==> src/rtl/move_direction_input.sv <==
// Direction button front end: 2-flop sync, per-bit debounce, newest-press arbiter, tick-gated output.
// Optional STICKY_DIRECTION_EN: keep the last direction when no button is held.
module move_direction_input #(
    parameter int unsigned DEBOUNCE_CYCLES = 1000000,
    parameter int unsigned CNT_W           = 24
) (
    input  logic       clk,
    input  logic       rst_n,
    input  logic [3:0] btn_raw,
    input  logic       game_tick,
    output logic [3:0] move_direction,
    output logic [3:0] btn_stable,
    output logic [3:0] press_pulse
);

    localparam logic [CNT_W-1:0] CNT_MAX = CNT_W'(DEBOUNCE_CYCLES - 1);

    logic [3:0]       sync1_q, sync2_q;
    logic [CNT_W-1:0] cnt_q [4];
    logic [CNT_W-1:0] cnt_d [4];
    logic [3:0]       stable_q, stable_d;
    logic [3:0]       stable_dly_q;
    logic [3:0]       pulse_q;
    logic [3:0]       dir_next_q, dir_next_d;
    logic [3:0]       move_q;

    // Fixed priority RIGHT > LEFT > UP > DOWN
    function automatic logic [3:0] pick(input logic [3:0] v);
        logic [3:0] r;
        r = '0;
        if (v[0])      r = 4'b0001;
        else if (v[3]) r = 4'b1000;
        else if (v[1]) r = 4'b0010;
        else if (v[2]) r = 4'b0100;
        return r;
    endfunction

    always_comb begin
        stable_d = stable_q;
        for (int unsigned i = 0; i < 4; i++) begin
            cnt_d[i] = '0;
            if (sync2_q[i] != stable_q[i]) begin
                if (cnt_q[i] == CNT_MAX) stable_d[i] = ~stable_q[i];
                else                     cnt_d[i] = cnt_q[i] + CNT_W'(1);
            end
        end
    end

    always_comb begin
        dir_next_d = dir_next_q;
        if (|pulse_q) begin
            dir_next_d = pick(pulse_q);
        end else if (|(dir_next_q & stable_q)) begin
            dir_next_d = dir_next_q;
        end else if (|stable_q) begin
            dir_next_d = pick(stable_q);
        end else begin
`ifdef STICKY_DIRECTION_EN
            dir_next_d = dir_next_q;
`else
            dir_next_d = '0;
`endif
        end
    end

    always_ff @(posedge clk or negedge rst_n) begin
        if (!rst_n) begin
            sync1_q      <= '0;
            sync2_q      <= '0;
            for (int unsigned i = 0; i < 4; i++) cnt_q[i] <= '0;
            stable_q     <= '0;
            stable_dly_q <= '0;
            pulse_q      <= '0;
            dir_next_q   <= '0;
            move_q       <= '0;
        end else begin
            sync1_q      <= btn_raw;
            sync2_q      <= sync1_q;
            for (int unsigned i = 0; i < 4; i++) cnt_q[i] <= cnt_d[i];
            stable_q     <= stable_d;
            stable_dly_q <= stable_q;
            pulse_q      <= stable_q & ~stable_dly_q;
            dir_next_q   <= dir_next_d;
            if (game_tick) move_q <= dir_next_q;
        end
    end

    assign move_direction = move_q;
    assign btn_stable     = stable_q;
    assign press_pulse    = pulse_q;

endmodule

==> config.mk <==
export PLATFORM = sky130hd
export DESIGN_NAME = move_direction_input
export DESIGN_NICKNAME = d
export VERILOG_FILES = /design/src/rtl/move_direction_input.sv
export SDC_FILE = /design/constraint.sdc
export NUM_CORES = 1
export LEC_CHECK = 0
export BUFFER_PORTS_ARGS = -buffer_cell sky130_fd_sc_hd__buf_2
export CORE_MARGIN = 10
export CORE_UTILIZATION = 60
export CTS_CLUSTER_DIAMETER = 30
export CTS_CLUSTER_SIZE = 10
export DETAILED_ROUTE_END_ITERATION = 16
export GPL_ROUTABILITY_DRIVEN = 0
export PLACE_DENSITY = 0.77
export SLEW_MARGIN = 20
export SYNTH_ARGS = -nofsm -noshare
export SYNTH_HDL_FRONTEND = slang
export SYNTH_SLANG_ARGS = --single-unit
==> constraint.sdc <==
create_clock -name clk -period 4.91 [get_ports clk]
set_input_delay 1.2275 -clock clk [delete_from_list [all_inputs] [get_ports clk]]
set_output_delay 1.2275 -clock clk [all_outputs]
set_load 0.01 [all_outputs]
=== Word-level counts from Yosys, hierarchy flattened ===
Cells that the tools add are included.

* Bits in registers: 124

* Add/subtract/negate cells: 4
* Equality and inequality tests: 9
* Muxes and demuxes: 19
* Bitwise logic cells: 7
* Reductions and logical operators: 7

{| class="wikitable"
|+ Operators with widths
! kind !! number
|-
| $mux 24 || 8
|-
| $add 24x1->24 const B || 4
|-
| $eq 24x20->1 const B || 4
|-
| $mux 4 || 7
|-
| $mux 3 || 4
|-
| $reduce_or 4->1 || 3
|-
| $and 4x4->4 || 2
|-
| $reduce_and 2->1 || 4
|-
| $ne 1x1->1 || 4
|-
| $not 1->1 || 4
|-
| $not 4->4 || 1
|-
| $ne 2x2->1 const B || 1
|}

=== Logic depth before layout (Yosys ltp) ===
Gate-level depths: netlist of the first run.

* Depth in word-level cells: 7
* Depth in mapped cells: 7
* Mapped depth without buffers: 5

=== Least setup slack after synthesis of the first run ===
Ideal clock, no wire load.

* Kind: register to register
* Start point: reg cnt_q[0] in the netlist's numbering
* End point: reg cnt_q[20] in the netlist's numbering
* Setup time: 0.078 ns
* Arrival: 1.894 ns
* Data required time: 4.832 ns
* Slack: 2.938 ns
* Stages on the path, launching flop included: 7
* Path buffers: 1
* Period minus slack after synthesis: 1.972 ns
* Cell sequence: dfrtp_1 -> ha_1 -> nand2_1 -> or4_4 -> buf_6 -> or4_1 -> a21oi_1

{| class="wikitable"
|+ RTL lines
! item !! line !! source
|-
| from (decl) || 19 || <nowiki>logic [CNT_W-1:0] cnt_q [4];</nowiki>
|}

=== Worst setup path in the final report of the first run ===
* Start point: reg stable_q[0] (netlist: btn_stable[0])
* End point: out btn_stable[0]

{| class="wikitable"
|+ RTL lines
! item !! line !! source
|-
| from (decl) || 21 || <nowiki>logic [3:0] stable_q, stable_d;</nowiki>
|-
| from (signal assigned) || 80 || <nowiki>stable_q <= stable_d;</nowiki>
|-
| to (decl) || 12 || <nowiki>output logic [3:0] btn_stable,</nowiki>
|}

No word-level cell between the ends.

==> impl_metrics.tcl, run 1 <==
set metrics [dict create \
    status "finished, final reports clean" \
    die-area_mm2 0.0142 \
    yosysTopAreaCell "dfrtp_1" \
    cts_max_level 4 \
    placed_area_mm2 0.00613 \
    syn-num-nets 595 \
    netlist_area_mm2 0.00591 \
    worstReg2RegStart "cnt_q[31]$_DFF_PN0_" \
    max_freq_mhz 405 \
    vdd_ir_drop_max_v 0.000285 \
    multi_input_area_mm2 0.00267 \
    rsz0062_at_grt "false" \
    antenna_found_initial 0 \
    cp_slowest_cell "dfrtp_1" \
    endpoint "btn_stable[0]" \
    num_io_pins 19 \
    hp-class "reg2reg" \
    cp.depth 1 \
    portBuffers 18 \
    clkPwrFrac_pct 50.0 \
    ctsHoldBuffers 0 \
    synth.top_cells.by_count "dfrtp_1, nor2_1, a21oi_1" \
    cts_tree "yes" \
    p_per_area_mw_per_mm2 331 \
    tns_ns 0 \
    postLayoutCellArea_mm2 0.00667 \
    avgSynthCellArea_um2 10.1 \
    regToRegSetupSlack_ns 2.72 \
    cp-end-kind "output port" \
    grt_max_degree 83 \
    ctsResizeCount 0 \
    nNetsFinal 619 \
    synth_edf_count 0 \
    cts.path.max_buffers 2 \
    min-delay-start "sync1_q[0]$_DFF_PN0_" \
    critPathLaunch "btn_stable[0]$_DFFE_PN0P_" \
    reg2reg_to "cnt_q[43]$_DFF_PN0_" \
    finalCriticalPeriod_ns 2.47 \
    maxCapViolCount 0 \
    cts_buffers 17 \
    wl_per_cell_um 15.6 \
    netlist_top_cells_area "dfrtp_1, xnor2_1, nor2_1" \
    arrival_ns 1.24 \
    synth_warnings 0 \
    num_vias 4546 \
    synth_cells 584 \
    pwr-share-comb_pct 2.6 \
    wl_um 11800 \
    critPathLaunchType "register" \
    worstSetupPathType "reg2out" \
    fin_util_pct 68.9 \
    synth_ff_type "dfrtp_1" \
    clock-sinks 124 \
    clk_pin_slew_worst_paths_ns 0.06 \
    finalPower_mw 2.21 \
    path_delay_family "flip-flops" \
    remaining_drc_errors 0 \
    slew_headroom_pct 42.3 \
    cp_max_fo 10 \
    die_w_um 119 \
    tightestPinTransition_ns 0.863 \
    firstDrtPassIters 6 \
    path_cells "buf_2" \
    synth_top_area_share_pct 52.5 \
    swShare_pct 22.4 \
    synth.most_common_cell "dfrtp_1" \
    crit_path_max_incr_delay_ns 0.50 \
    path_buf_inv 1 \
    regArea_mm2 0.00310 \
    p_int_mw 1.71 \
    seq_power_share_pct 47.4 \
    drv_slew 0 \
    ys_types 40 \
    r2r_cells 5 \
    design.core.area_mm2 0.00968 \
    final_hold_viol_count 0 \
    fin_crit_sh_pct 50.3 \
    p_switching_mw 0.495 \
    nFillCells 735 \
    drt_iter0_drc 538 \
    grt_pass1_wl_um 20900 \
    skew_ns 0.00735 \
    ys_seq_elements 124 \
    finalSetupViolCount 0 \
    track_usage_pct 17.7 \
    die_h_um 119 \
    postCtsSetupBuffers 0 \
    cts-root-buf "clkbuf_8" \
    seq_area_frac_synth_pct 52.5 \
    p_leak_nw 2.73 \
    drive_gt1_share_pct 11.9 \
    vias_per_cell 6.04 \
    diodes 0 \
    overflow 0 \
    rows 36 \
    postRouteAntennaNets 0 \
    clkLatencyLatePin_ns 0.53 \
    grt_pass1_vias 4493 \
    crit_required_ns 3.68 \
    area_growth_pct 12.9 \
    start_util_pct 61.0 \
    async_flop_share_pct 100 \
    dp_hpwl_um 7790 \
]
## flip-flops by register name (all words and copies together) (netlist names)
signal	flops
btn_stable	4
cnt_q	96
dir_next_q	4
move_direction	4
press_pulse	4
stable_dly_q	4
sync1_q	4
sync2_q	4
## per-stage QoR
step | worst slack [ns] | std cells | hold slack, ns
finish | 2.44 | 753 | 0.348
global route | 2.34 | 753 | 0.356
CTS | 2.42 | 752 | 0.350
detailed placement | 2.51 | 721 | 0.337
global placement | 2.53 | 720 | 0.333
floorplan | 2.94 | 584 | 0.331
## worst min path at each step
stage | endpoint | slack [ns] | cells after the start
floorplan | sync2_q[0]$_DFF_PN0_ | 0.33 | 0
global placement | sync2_q[3]$_DFF_PN0_ | 0.33 | 0
detailed placement | sync2_q[0]$_DFF_PN0_ | 0.34 | 0
CTS | sync2_q[0]$_DFF_PN0_ | 0.35 | 0
global route | sync2_q[0]$_DFF_PN0_ | 0.36 | 0
finish | sync2_q[0]$_DFF_PN0_ | 0.35 | 0
## layout by cell type, fill, tap and decap left out, types with 6 or more instances in the layout
cell / instances
nand2_1: 37
nor4b_1: 6
and3_1: 10
or3_1: 17
dfrtp_1: 124
buf_2: 17
clkbuf_16: 16
xor2_1: 23
o31ai_1: 25
nor2_1: 65
and4_1: 6
or4_1: 28
inv_1: 15
nand3_1: 33
nor4_1: 15
mux2_2: 9
nand4_1: 21
a21oi_1: 40
xnor2_1: 29
nor3_1: 12
o21ai_0: 18
## final cells by class
type                    instances  area share [%]
multi-input cells             426            40.1
well taps                     133            2.49
clock buffers                  19            6.32
clock inverters                12            1.52
inverters                      15           0.844
flip-flops and latches        124            46.5
repair buffers                 24            2.23
## metal layers
layer / GRT usage, % / vias up / wire [µm] / part of all wire [%]
li1: - / 2187 / - / -
met1: 22.3 / 2236 / 5340 / 45
met2: 27.6 / 105 / 5680 / 48
met3: 6.19 / 18 / 613 / 5.2
met4: 6.56 / 0 / 146 / 1.2
met5: 0 / - / 0 / 0
## power by group through the flow
stage               logic (mW)  clock network [mW]  registers, mW
floorplan               0.0256                   0           1.06
global placement        0.0553                   0           1.06
detailed placement      0.0581                   0           1.06
CTS                     0.0583                1.12           1.05
global route            0.0672                1.17           1.05
finish                  0.0582                1.10           1.05
## cells by family after synthesis
family | share of synthesized area [%]
XOR/XNOR | 7.71
flip-flops | 52.5
multiplexers | 1.72
buffers and inverters | 2.69
AND/OR/NAND/NOR | 24.7
AO/OA/AOI/OAI | 9.76
adder cells (fa/ha/maj) | 0.847
(Power assumes the default switching activity.)
==> run 2: changes to the inputs <==
ABC_AREA = 1   (was unset)
clock period = 2.4 ns   (was 4.91 ns; I/O delays follow)
==> impl_metrics.tcl, run 2 <==
set metrics [dict create \
    status "finished, final reports clean" \
    grt_max_degree 47 \
    overflow 0 \
    yosysTopAreaCell "dfrtp_1" \
    synth_cells 883 \
    p_leak_nw 3.55 \
    cts_tree "yes" \
    synthAdderAreaFrac_pct 0.735 \
    final_common_cell "nor2_1" \
    finalPower_mw 4.87 \
    synth_ff_type "dfrtp_1" \
    synth_warnings 0 \
    path_buf_inv 1 \
    num_io_pins 19 \
    fin_crit_sh_pct 71.8 \
    area_growth_pct 12.9 \
    seq_area_frac_synth_pct 45.6 \
    synth.most_common_cell "nor2_1" \
    path_cells "buf_2" \
    ctsResizeCount 0 \
    antenna_found_initial 0 \
    multi_input_area_mm2 0.00332 \
    rows 38 \
    netlist_top_cells_area "dfrtp_1, nor2_1, nand2_1" \
    avgSynthCellArea_um2 7.71 \
    drv_slew 0 \
    final_cell_mix "nor2_1, nand2_1, dfrtp_1, inv_1, nand3_1" \
    crit_required_ns 1.80 \
    async_flop_share_pct 100 \
    track_usage_pct 19.2 \
    nFillCells 862 \
    cp_slowest_cell "dfrtp_1" \
    synth_edf_count 0 \
    vias_per_cell 5.38 \
    clk_pin_slew_worst_paths_ns 0.05 \
    hp-class "in2async" \
    cts-root-buf "clkbuf_16" \
    clock-sinks 124 \
    rsz0062_at_grt "false" \
    ys_types 29 \
    design.core.area_mm2 0.0110 \
    final_hold_viol_count 0 \
    num_vias 5765 \
    synth_top_family_by_area "simple AND/OR/NAND/NOR gates" \
    postCtsSetupBuffers 0 \
    crit_path_max_incr_delay_ns 0.50 \
    finalSetupViolCount 0 \
    synth_top_area_share_pct 45.6 \
    slew_headroom_pct 60.2 \
    synth_xor_area_share_pct 7.00 \
    tightestPinTransition_ns 0.597 \
    max_freq_mhz 580 \
    drive_gt1_share_pct 12.9 \
    finalCriticalPeriod_ns 1.72 \
    grt_pass1_vias 5610 \
    diodes 0 \
    die_h_um 127 \
    path_delay_family "flip-flops" \
    yosys-mux-area-fraction_pct 0.661 \
    wl_um 14900 \
    die-area_mm2 0.0160 \
    portBuffers 18 \
    wl_per_cell_um 13.9 \
    maxCapViolCount 0 \
    tns_ns 0 \
    nNetsFinal 929 \
    dp_hpwl_um 10600 \
    regMostFlops "cnt_q" \
    largest_reg_flops 96 \
    cts_max_level 4 \
    critPathLaunchType "register" \
    firstDrtPassIters 5 \
    die_w_um 127 \
    cp_max_fo 6 \
    syn-num-nets 894 \
    cp-end-kind "output port" \
    fin_util_pct 70.0 \
    p_per_area_mw_per_mm2 633 \
    arrival_ns 1.12 \
    yosys.area_share.simple_pct 37.8 \
    postRouteAntennaNets 0 \
    drt_iter0_drc 510 \
    start_util_pct 62.0 \
    skew_ns 0.00636 \
    netlist_area_mm2 0.00681 \
    ctsHoldBuffers 0 \
    synth.top_cells.by_count "nor2_1, nand2_1, dfrtp_1" \
    cts.path.max_buffers 2 \
    vdd_ir_drop_max_v 0.000912 \
    clkLatencyLatePin_ns 0.42 \
    worstSetupPathType "reg2out" \
    grt_pass1_wl_um 25600 \
    cts_buffers 17 \
    remaining_drc_errors 0 \
    synth_compound_area_share_pct 2.55 \
    regArea_mm2 0.00310 \
    ys_seq_elements 124 \
]
[run 2: cell count changes in the layout (fill, tap and decap cells not counted), moves of 17 or more]
| cell | previous run | this run |
|---|---|---|
| or3_1 | 17 | 0 |
| nor2_1 | 65 | 226 |
| a21oi_1 | 40 | 18 |
| nand2_1 | 37 | 186 |
| o31ai_1 | 25 | 0 |
| inv_1 | 15 | 88 |
| nand3_1 | 33 | 72 |
| or4_1 | 28 | 0 |
| nor2_2 | 0 | 18 |
[run 2: metrics by stage]
step	hold slack (ns)	cells	setup WS [ns]	area, µm²
6_report	0.182	1071	0.676	7690
2_1_floorplan	0.304	883	1.07	6810
4_1_cts	0.205	1071	0.681	7690
3_5_place_dp	0.338	1039	0.895	7090
5_1_grt	0.222	1071	0.641	7690
3_3_place_gp	0.334	1039	0.975	7090
[run 2: final cells by class]
class,instances,share of cell area (%)
inverter,94,4.59
tap,140,2.28
timing repair buffer,20,1.72
sequential,124,40.3
clock inverter,10,1.82
clock buffer,22,6.04
multi-input combinational,661,43.2
[run 2: routing by layer]
layer	GRT usage [%]	routed length (µm)
met4	7.97	263
met5	0	0
met3	4.54	770
met1	23.5	6540
met2	32.0	7360
[run 2: worst paths after layout]
check,startpoint,endpoint,slack [ns],depth (start not counted)
worst max-delay path,btn_stable[2]$_DFFE_PN0P_,btn_stable[2],0.68,1
worst min-delay path,rst_n,cnt_q[60]$_DFF_PN0_,0.18,1
worst max register to register,cnt_q[24]$_DFF_PN0_,cnt_q[33]$_DFF_PN0_,0.87,8
worst min register to register,sync1_q[0]$_DFF_PN0_,sync2_q[0]$_DFF_PN0_,0.35,0
max in group asynchronous,rst_n,cnt_q[46]$_DFF_PN0_,1.57,2
min in group clk,btn_raw[1],sync1_q[1]$_DFF_PN0_,0.28,1
[run 2: logic make-up (layout without fill, tap and decap cells)]
family / count (synthesis) / count (layout)
fa+ha+maj: 4 / 4
xor+xnor: 51 / 51
compound gates: 32 / 32
buf+inv: 98 / 146
mux: 4 / 4
flops: 124 / 124
simple gates: 570 / 570
[run 2: report_power, final]
part	internal (mW)	switching, mW
sequential	2.12	0.0195
clock	1.68	0.922
combinational	0.0341	0.0907
total	3.83	1.03
==> run 3: changes to the inputs <==
ABC_AREA = 0   (was 1)
CORE_UTILIZATION = 56   (was 60)
PLACE_DENSITY = 0.76   (was 0.77)
clock period = 1.52 ns   (was 2.4 ns; I/O delays follow)
==> impl_metrics.tcl, run 3 (synthesized netlist as in run 1, its figures left out) <==
set metrics [dict create \
    num_vias 7254 \
    final_hold_viol_count 0 \
    start_util_pct 57.2 \
    p_switching_mw 2.15 \
    fin_crit_sh_pct 144 \
    diodes 0 \
    clkPwrFrac_pct 54.0 \
    clk_pin_slew_worst_paths_ns 0.07 \
    largest_reg_flops 96 \
    clock-sinks 124 \
    dp_hpwl_um 9850 \
    cp_max_fo 4 \
    cp-end-kind "register" \
    track_usage_pct 30.0 \
    regMostFlops "cnt_q" \
    remaining_drc_errors 0 \
    p_int_mw 6.26 \
    postRouteAntennaNets 0 \
    antenna_found_initial 0 \
    crit_path_max_incr_delay_ns 0.49 \
    path_cells "buf_4 -> nor3_1 -> nand3_2 -> o31ai_4 -> buf_2 -> a21oi_2" \
    overflow 0 \
    cts-root-buf "clkbuf_8" \
    max_freq_mhz 456 \
    maxCapViolCount 0 \
    drv_slew 0 \
    wl_um 30500 \
    drt_iter0_drc 1411 \
    finalCriticalPeriod_ns 2.19 \
    skew_ns 0.0153 \
    cts_max_level 4 \
    grt_pass1_wl_um 35400 \
    firstDrtPassIters 8 \
    critPathLaunchType "register" \
    nFillCells 293 \
    drive_gt1_share_pct 55.2 \
    nNetsFinal 831 \
    pwr-share-comb_pct 5.8 \
    vias_per_cell 7.49 \
    clkLatencyLatePin_ns 0.57 \
    cts.path.max_buffers 2 \
    cts_tree "yes" \
    violations "negative setup slack" \
    rsz0062_at_grt "true" \
    rows 37 \
    crit_required_ns 1.96 \
    arrival_ns 2.64 \
    seq_power_share_pct 40.2 \
    swShare_pct 25.6 \
    portBuffers 18 \
    hp-class "in2reg" \
    whs_ns 0.156 \
    die-area_mm2 0.0151 \
    vdd_ir_drop_max_v 0.00109 \
    grt_max_degree 53 \
    p_per_area_mw_per_mm2 872 \
    status "finished with violations" \
    p_leak_nw 4.16 \
    grt_pass1_vias 6622 \
    worstSetupPathType "reg2reg" \
    tightestPinTransition_ns 0.593 \
    cts_buffers 17 \
    finalWorstSetupSlack_ns -0.674 \
    fin_util_pct 93.4 \
    die_h_um 123 \
    cp_slowest_cell "nor3_1" \
    slew_headroom_pct 60.1 \
    num_io_pins 19 \
    finalSetupViolCount 111 \
    final_cell_mix "buf_4, dfrtp_1, buf_6, a21oi_2, nand2_1" \
    wl_per_cell_um 31.4 \
    die_w_um 123 \
    final_common_cell "buf_4" \
    design.core.area_mm2 0.0103 \
    area_growth_pct 63.3 \
]
## run 3: power groups by stage
stage	clock network (mW)	logic, mW	registers [mW]
3_3_place_gp	0	0.273	3.42
5_1_grt	4.62	0.510	3.38
3_5_place_dp	0	0.284	3.43
4_1_cts	4.29	0.409	3.37
2_1_floorplan	0	0.108	3.43
6_report	4.54	0.491	3.38
## run 3: final cells by class
cell class / instances / area (µm²) / share of cell area (%)
flip-flops and latches: 124 / 3110 / 32.3
clock inverters: 14 / 191 / 1.98
multi-input cells: 427 / 3680 / 38.1
inverters: 15 / 56.3 / 0.584
repair buffers: 235 / 2010 / 20.8
well taps: 136 / 170 / 1.76
clock buffers: 18 / 428 / 4.44
## run 3: final timing paths
| path | startpoint | slack (ns) | depth (start not counted) | to |
|---|---|---|---|---|
| worst min register to register | sync1_q[1]$_DFF_PN0_ | 0.36 | 0 | sync2_q[1]$_DFF_PN0_ |
| worst min-delay path | game_tick | 0.16 | 2 | move_direction[0]$_DFFE_PN0P_ |
| worst max register to register | cnt_q[8]$_DFF_PN0_ | -0.67 | 6 | cnt_q[14]$_DFF_PN0_ |
| worst max-delay path | cnt_q[8]$_DFF_PN0_ | -0.67 | 6 | cnt_q[14]$_DFF_PN0_ |
| max in group asynchronous | rst_n | 0.68 | 3 | btn_stable[2]$_DFFE_PN0P_ |
| min in group asynchronous | rst_n | 0.21 | 2 | cnt_q[47]$_DFF_PN0_ |
## run 3: metrics by stage
stage / worst slack (ns) / area, µm² / TNS [ns] / instances / total power, mW
after floorplan: -0.366 / 6140 / -10.82 / 584 / 3.54
after global placement: -0.261 / 7360 / -14.19 / 867 / 3.69
after detailed placement: -0.373 / 7360 / -18.13 / 867 / 3.71
after CTS: -0.363 / 8950 / -20.09 / 949 / 8.07
after global routing: -0.732 / 9650 / -48.38 / 969 / 8.50
final: -0.674 / 9650 / -46.26 / 969 / 8.41
## run 3: timing repair
| action | CTS | global route |
|---|---|---|
| buffers inserted | 39 | 24 |
| pin swaps | 32 | 33 |
| resized for setup | 134 | 138 |
| cloned | 8 | 1 |
| hold buffers | 5 | 0 |
| endpoints found under the hold margin | 128 | 0 |
| setup endpoints to repair | 107 | 111 |
## run 3: critical path, delay by kind of cell (launching register included)
| family | cells | cell delay (ns) |
|---|---|---|
| simple gates | 2 | 0.74 |
| compound gates | 2 | 0.49 |
| buf+inv | 2 | 0.43 |
| flops | 1 | 0.41 |
## run 3: layer usage
| metal | up-vias | share of wire (%) | track usage, % |
|---|---|---|---|
| li1 | 2625 | - | - |
| met1 | 3419 | 32 | 34.4 |
| met2 | 864 | 45 | 48.4 |
| met3 | 346 | 13 | 7.99 |
| met4 | 0 | 10 | 20.3 |
| met5 | - | 0 | 0 |
